`src/rtl/mem_arbiter_rr.sv`:
```
// Round-robin arbiter sharing one single-port RAM between CORE_NUM cores.
// One transaction at a time; each completion is signalled by a one-cycle response pulse.
module mem_arbiter_rr #(
    parameter int WIDTH       = 32,
    parameter int ADDR_WIDTH  = 32,
    parameter int CORE_NUM    = 4,
    parameter int MEM_LATENCY = 2
) (
    input  logic                           clk,
    input  logic                           reset,
    input  logic [CORE_NUM-1:0]            request,
    input  logic [CORE_NUM-1:0]            wren_core,
    input  logic [CORE_NUM*ADDR_WIDTH-1:0] address_in,
    input  logic [CORE_NUM*WIDTH-1:0]      data_in,
    output logic [CORE_NUM*WIDTH-1:0]      data_out,
    output logic [CORE_NUM-1:0]            response,
    output logic [ADDR_WIDTH-1:0]          address,
    output logic [WIDTH-1:0]               data_write,
    output logic                           wren,
    input  logic [WIDTH-1:0]               data_read,
    output logic                           busy,
    output logic [$clog2(CORE_NUM)-1:0]    grant_id
);

    localparam int ID_W  = $clog2(CORE_NUM);
    localparam int CNT_W = $clog2(MEM_LATENCY + 1);
    localparam logic [ID_W-1:0]  LAST_ID  = ID_W'(CORE_NUM - 1);
    localparam logic [CNT_W-1:0] CNT_LOAD = CNT_W'(MEM_LATENCY - 1);
    localparam logic [CNT_W-1:0] CNT_ONE  = CNT_W'(1);

    typedef enum logic [1:0] {
        IDLE,
        WAIT,
        RESP
    } state_t;

    state_t               state;
    state_t               state_next;
    logic [CNT_W-1:0]     cnt;
    logic [ID_W-1:0]      ptr;
    logic [CORE_NUM-1:0]  excl;
    logic [CORE_NUM-1:0]  mask;
    logic                 hi_found;
    logic                 lo_found;
    logic                 found;
    logic [ID_W-1:0]      hi_win;
    logic [ID_W-1:0]      lo_win;
    logic [ID_W-1:0]      win;
    logic [ADDR_WIDTH-1:0] win_addr;
    logic [WIDTH-1:0]     win_data;
    logic                 win_wren;

    assign mask = request & ~excl;
    assign busy = (state != IDLE);

    // Lowest requester at or above ptr wins; otherwise wrap to the lowest one below ptr.
    always_comb begin
        hi_found = 1'b0;
        lo_found = 1'b0;
        hi_win   = '0;
        lo_win   = '0;
        for (int k = CORE_NUM - 1; k >= 0; k--) begin
            if (mask[k]) begin
                if (ID_W'(k) >= ptr) begin
                    hi_found = 1'b1;
                    hi_win   = ID_W'(k);
                end else begin
                    lo_found = 1'b1;
                    lo_win   = ID_W'(k);
                end
            end
        end
        found = hi_found | lo_found;
        win   = hi_found ? hi_win : lo_win;
    end

    always_comb begin
        win_addr = '0;
        win_data = '0;
        win_wren = 1'b0;
        for (int k = 0; k < CORE_NUM; k++) begin
            if (win == ID_W'(k)) begin
                win_addr = address_in[k*ADDR_WIDTH +: ADDR_WIDTH];
                win_data = data_in[k*WIDTH +: WIDTH];
                win_wren = wren_core[k];
            end
        end
    end

    always_ff @(posedge clk or posedge reset) begin
        if (reset) begin
            state <= IDLE;
        end else begin
            state <= state_next;
        end
    end

    always_comb begin
        state_next = state;
        case (state)
            IDLE: begin
                if (found) begin
                    state_next = (MEM_LATENCY > 1) ? WAIT : RESP;
                end
            end
            WAIT: begin
                if (cnt == CNT_ONE) begin
                    state_next = RESP;
                end
            end
            RESP:    state_next = IDLE;
            default: state_next = IDLE;
        endcase
    end

    // excl only ever lives for the IDLE cycle right after RESP, hiding a request the
    // just-served core has not dropped yet.
    always_ff @(posedge clk or posedge reset) begin
        if (reset) begin
            cnt        <= '0;
            ptr        <= '0;
            excl       <= '0;
            address    <= '0;
            data_write <= '0;
            wren       <= 1'b0;
            grant_id   <= '0;
            response   <= '0;
            data_out   <= '0;
        end else begin
            response <= '0;
            excl     <= '0;
            case (state)
                IDLE: begin
                    if (found) begin
                        address  <= win_addr;
                        grant_id <= win;
                        wren     <= win_wren;
                        if (win_wren) begin
                            data_write <= win_data;
                        end
                        cnt <= CNT_LOAD;
                    end
                end
                WAIT: begin
                    cnt <= cnt - CNT_ONE;
                end
                RESP: begin
                    wren <= 1'b0;
                    ptr  <= (grant_id == LAST_ID) ? '0 : grant_id + ID_W'(1);
                    for (int k = 0; k < CORE_NUM; k++) begin
                        if (grant_id == ID_W'(k)) begin
                            data_out[k*WIDTH +: WIDTH] <= data_read;
                            response[k]                <= 1'b1;
                            excl[k]                    <= 1'b1;
                        end
                    end
                end
                default: ;
            endcase
        end
    end

endmodule
```
`config.mk`:
```
export PLATFORM = sky130hd
export DESIGN_NAME = mem_arbiter_rr
export DESIGN_NICKNAME = d
export VERILOG_FILES = /design/src/rtl/mem_arbiter_rr.sv
export SDC_FILE = /design/constraint.sdc
export NUM_CORES = 1
export LEC_CHECK = 0
export ABC_AREA = 1
export CAP_MARGIN = 20
export CELL_PAD_IN_SITES_DETAIL_PLACEMENT = 0
export CELL_PAD_IN_SITES_GLOBAL_PLACEMENT = 1
export CORE_AREA = 2 2 193 195
export DETAILED_ROUTE_END_ITERATION = 8
export DIE_AREA = 0 0 195 197
export PLACE_DENSITY_LB_ADDON = 0.1
export RECOVER_POWER = 50
export SLEW_MARGIN = 20
export SYNTH_ARGS = -nofsm -noshare
export SYNTH_HDL_FRONTEND = slang
export SYNTH_SLANG_ARGS = --single-unit
```
`constraint.sdc`:
```
create_clock -name clk -period 20.2 [get_ports clk]
set_clock_uncertainty 0.05 [all_clocks]
set_input_delay 6.06 -clock clk [delete_from_list [all_inputs] [get_ports clk]]
set_output_delay 6.06 -clock clk [all_outputs]
set_load 0.01 [all_outputs]
```
======== Word-level counts from Yosys, hierarchy flattened ========
Index checks and enable logic that the tools add are counted.
storage, ports and cells
  input bits .............................. 298
  register bits ........................... 205
  output and inout port bits .............. 200
operators by class
  reductions and logical operators ........ 15
  order comparisons ....................... 4
  eq/ne operators ......................... 11
  bitwise logic cells ..................... 3
  $add $sub $neg .......................... 2
  mux-type cells .......................... 57
operator list
  operator                                                                             count
  32-bit 2-to-1 mux                                                                    8
  2-bit 2-to-1 mux                                                                     20
  1-bit 2-to-1 mux                                                                     25
  2-bit AND reduction                                                                  8
  2-bit equality test (second input constant)                                          5
  2-bit by 1-bit equality test with 1-bit output (second input constant)               4
  2-bit one-hot mux with 2 select lines                                                2
  2-bit zero test                                                                      3
  2-bit nonzero test                                                                   3
  4-bit bitwise AND                                                                    1
  1-bit by 2-bit greater-or-equal comparator with 1-bit output (first input constant)  2
  2-bit greater-or-equal comparator (first input constant)                             2
  4-bit 2-to-1 mux                                                                     1
  2-bit != test (second input constant)                                                2
  4-bit inverter                                                                       1
  3-bit AND reduction                                                                  1
  2-bit by 1-bit adder with 2-bit output (second input constant)                       1
  1-bit one-hot mux with 2 select lines                                                1
  2-bit by 1-bit subtractor with 2-bit output (second input constant)                  1
  1-bit OR                                                                             1

======== Logic depth before layout (Yosys ltp) ========
  word-level depth ........................ 17
  mapped depth ............................ 16
  depth with buffers taken out ............ 15

======== Least setup slack after synthesis ========
No wires, ideal clock.
  path type ............................... input to register
  from .................................... input request[0]
  to ...................................... register address[0]
  arrival ................................. 7,237 ps
  setup slack ............................. 12,796 ps
  buffers on the path ..................... 3
  required time ........................... 20,033 ps
  stages .................................. 14
  path through ............................ inv_1 -> nor2_2 -> nand2_1 -> nand2_1 -> nor2_2 -> nand2_2 -> nand2_2 -> buf_6 -> buf_4 -> buf_4 -> nand3_1 -> nand4_1 -> nand2_1 -> nand2_1
on the way
  longest elaborated chain between the ends .. 8
  elaborated cells on any way between the ends .. 16
  classes of those cells .................. eq/ne (3); mux (9); bitwise (2); reduce/logical (2)
ends and longest elaborated chain
  what                                                  RTL line  source
  start: declaration                                    11        input logic [CORE_NUM-1:0] request,
  4-bit bitwise AND *                                   53        assign mask = request & ~excl;
  2-bit 2-to-1 mux or 1-bit 2-to-1 mux (tied branches)  63        if (mask[k]) begin
  2-bit 2-to-1 mux                                      74        win = hi_found ? hi_win : lo_win;
  2-bit zero test                                       82        if (win == ID_W'(k)) begin
  32-bit 2-to-1 mux (4 in a row)                        82
  end signal: assignment                                135       address <= win_addr;
  end: declaration                                      17        output logic [ADDR_WIDTH-1:0] address,
Every way passes the cells marked *; elsewhere a longest branch is shown, timed or not.
A chain may end at the register's enable or synchronous reset.

==> impl_metrics.sql <==
INSERT INTO impl_metrics (metric_group, metric, value, unit) VALUES
('sta', 'report.final.slew_viol_count', '238', ''),
('sta', 'relative_max_transition_margin', '-304', '%'),
('setup_path', 'worst_ep_arrival_time', '11.52', 'ns'),
('clocking', 'cts_htree_levels', '1', ''),
('route', 'first_pass_iters', '4', ''),
('setup_path', 'r2r_slack', '16.60', 'ns'),
('synth', 'synth_warnings', '0', ''),
('synth', 'synth_cell_types', '23', ''),
('global_routing', 'vias_in_the_first_global_route', '9496', ''),
('global_routing', 'grt.overflow.total', '0', ''),
('setup_path', 'maximum_fanout_along_the_worst_path', '131', ''),
('synth', 'synth_sequential_area_ratio', '53.6', '%'),
('route', 'via_count_normalized_by_instance_count', '4.58', ''),
('synth', 'postSynthCellCount', '1188', ''),
('run_status', 'outcome', 'complete, but fails checks', ''),
('global_routing', 'globalRouteTotalUtil', '20.0', '%'),
('place', 'dpl.cell_count', '2080', ''),
('route', 'detailed_route_drc_error_count', '0', ''),
('route', 'postRouteAntennaNets', '0', ''),
('sta', 'worstMarginPinSlew', '6.02', 'ns'),
('global_routing', 'antenna_found_initial', '3', ''),
('setup_path', 'worstRegToRegCells', '14', ''),
('clocking', 'number_of_setup_buffers_added_after_cts', '0', ''),
('finish', 'stdcell_area', '0.0156', 'mm^2'),
('floorplanning', 'initial_cell_density_of_the_core', '26.4', '%'),
('hold_path', 'min-delay-path-class', 'flip-flop to flip-flop', ''),
('finish', 'num-fill-cells', '3660', ''),
('route', 'detail_route.wirelength', '40100', 'um'),
('setup_path', 'critical_path.endpoint_type', 'asynchronous set/reset pin', ''),
('synth', 'synth_top_cell_by_area', 'sky130_fd_sc_hd__dfrtp_1', ''),
('sta', 'rsz0062_at_grt', 'false', ''),
('synth', 'postSynthNetCount', '1491', ''),
('synth', 'yosys-top-cells-area', 'sky130_fd_sc_hd__dfrtp_1, sky130_fd_sc_hd__nand2_1, sky130_fd_sc_hd__nand3_1, sky130_fd_sc_hd__o21ai_0, sky130_fd_sc_hd__nand4_1', ''),
('synth', 'postSynth.asyncResetShare', '100', '%'),
('floorplanning', 'placement_rows', '70', ''),
('synth', 'synth_area_per_inst', '8.06', 'um^2'),
('finish', 'ratio_of_cells_with_drive_above_1_in_the_final_layout', '3.92', '%'),
('hold_path', 'whs_path_depth', '1', ''),
('floorplanning', 'die_h', '197', 'um'),
('hold_path', 'hold_end', 'cnt[0]$_DFFE_PP0P_', ''),
('run', 'maxCapViolCount', '3', ''),
('place', 'placedInstanceArea', '0.0149', 'mm^2'),
('clocking', 'total_cts_buffers', '24', ''),
('sta', 'finalSetupViolCount', '0', ''),
('finish', 'layout.nets', '1942', ''),
('clocking', 'cts_sinks', '205', ''),
('setup_path', 'worst_r2r_endpoint', 'data_write[0]$_DFFE_PP0P_', ''),
('pwr', 'power.density_cell_area', '149', 'mW/mm^2'),
('synth', 'synth.cells.most_frequent', 'sky130_fd_sc_hd__nand2_1, sky130_fd_sc_hd__dfrtp_1, sky130_fd_sc_hd__nand3_1', ''),
('clocking', 'clkSlewWorstSetupHoldPaths', '0.06', 'ns'),
('clocking', 'max-clock-path-buffers', '3', ''),
('floorplanning', 'floorplan.io_pins', '498', ''),
('finish', 'area_growth', '63.3', '%'),
('place', 'place_congestion', '0.819', ''),
('sta', 'finalCritPeriodShare', '54.0', '%'),
('clocking', 'cts.repair.resized', '0', ''),
('clocking', 'clock_latency_on_the_worst_skew_pair', '0.51', 'ns'),
('route', 'dr.first_iter.drc_count', '416', ''),
('setup_path', 'critPathLaunchType', 'input port', ''),
('synth', 'synth_ff_type', 'sky130_fd_sc_hd__dfrtp_1', ''),
('route', 'count_of_vias_placed_by_the_detailed_router', '9747', ''),
('global_routing', 'largest_net_degree_at_the_start_of_global_routing', '132', ''),
('setup_path', 'crit_type', 'input port to asynchronous set/reset pin', ''),
('finish', 'layout.cells.non_filler', '2127', ''),
('synth', 'synth_top_area_share', '53.6', '%'),
('sta', 'timing.setup.tns', '0', 'ns'),
('synth', 'synth-seq-cells', '205', ''),
('sta', 'max_freq', '0.0918', 'GHz'),
('finish', 'final_core_utilization', '43.1', '%'),
('route', 'routedWlPerCell', '18.8', 'um'),
('run_status', 'violations_in_the_final_reports', 'max-capacitance violations, max-slew violations', '');
metal layers:
metal	routed length [um]	GRT usage [%]
met1	16400	25.0
met3	2880	5.30
met4	1080	5.37
met5	9	0
met2	19700	34.0
worst max-delay path, stage by stage:
cell,delay [ns]
sky130_fd_sc_hd__dlygate4sd3_1,0.55
sky130_fd_sc_hd__clkinvlp_2,3.31
sky130_fd_sc_hd__clkbuf_1,1.17
sky130_fd_sc_hd__buf_16,0.34
cells in the final DEF (no fill, tap or decap):
cell type,instances
sky130_fd_sc_hd__a21oi_1,1
sky130_fd_sc_hd__buf_16,2
sky130_fd_sc_hd__buf_4,9
sky130_fd_sc_hd__clkbuf_1,11
sky130_fd_sc_hd__clkbuf_16,25
sky130_fd_sc_hd__clkbuf_8,5
sky130_fd_sc_hd__clkdlybuf4s50_1,449
sky130_fd_sc_hd__clkinv_2,7
sky130_fd_sc_hd__clkinvlp_2,1
sky130_fd_sc_hd__dfrtp_1,205
sky130_fd_sc_hd__diode_2,2
sky130_fd_sc_hd__dlygate4sd3_1,48
sky130_fd_sc_hd__ha_1,5
sky130_fd_sc_hd__inv_1,57
sky130_fd_sc_hd__inv_2,2
sky130_fd_sc_hd__nand2_1,439
sky130_fd_sc_hd__nand2_2,6
sky130_fd_sc_hd__nand2_4,2
sky130_fd_sc_hd__nand3_1,134
sky130_fd_sc_hd__nand3_2,1
sky130_fd_sc_hd__nand4_1,97
sky130_fd_sc_hd__nor2_1,11
sky130_fd_sc_hd__nor2_2,3
sky130_fd_sc_hd__nor2_4,1
sky130_fd_sc_hd__o21ai_0,133
sky130_fd_sc_hd__o21ai_2,1
sky130_fd_sc_hd__o31ai_1,1
sky130_fd_sc_hd__or2_0,1
per-stage QoR:
stage	hold WS [ns]	power [uW]	setup WS [ns]
floorplan	0.396	1290	8.49
global placement	0.404	1940	9.95
detailed placement	0.411	1950	10.36
CTS	0.424	2390	10.90
global route	0.442	2510	8.12
finish	0.422	2330	9.30
sequential cells by signal, summed over array words and instances (netlist names):
| name | count |
|---|---|
| grant_id | 2 |
| cnt | 2 |
| address | 32 |
| data_out | 128 |
| excl | 4 |
| data_write | 32 |
| ptr | 2 |
| wren | 1 |
| state | 2 |
report_power, final:
part / internal (uW) / total, uW / switching, uW
logic: 547 / 1190 / 645
clock network: 245 / 416 / 171
registers: 613 / 724 / 111
total: 1400 / 2330 / 927
cell type report:
class,instances,area [um^2],share of cell area (%)
sequential,205,5130,32.8
timing repair buffer,511,5110,32.7
multi-input combinational,836,3820,24.4
clock buffer,38,724,4.63
tap,468,586,3.74
inverter,61,231,1.48
clock inverter,6,30.0,0.192
antenna,2,5.00,0.0320
worst max-delay path by stage:
stage | start | to | slack, ns
floorplan | reset | address[0]$_DFFE_PP0P_ | 8.49
global placement | request[0] | data_write[18]$_DFFE_PP0P_ | 9.95
detailed placement | request[0] | data_write[0]$_DFFE_PP0P_ | 10.36
CTS | request[0] | data_write[0]$_DFFE_PP0P_ | 10.90
global route | reset | data_out[108]$_DFFE_PP0P_ | 8.12
finish | reset | data_out[15]$_DFFE_PP0P_ | 9.30
cell families after synthesis:
group           synth area share [%]
compound gates                  7.17
buf+inv                         6.60
simple gates                    32.0
flops                           53.6
fa+ha+maj                      0.653
Note: power is estimated with default switching activity, not from simulation.
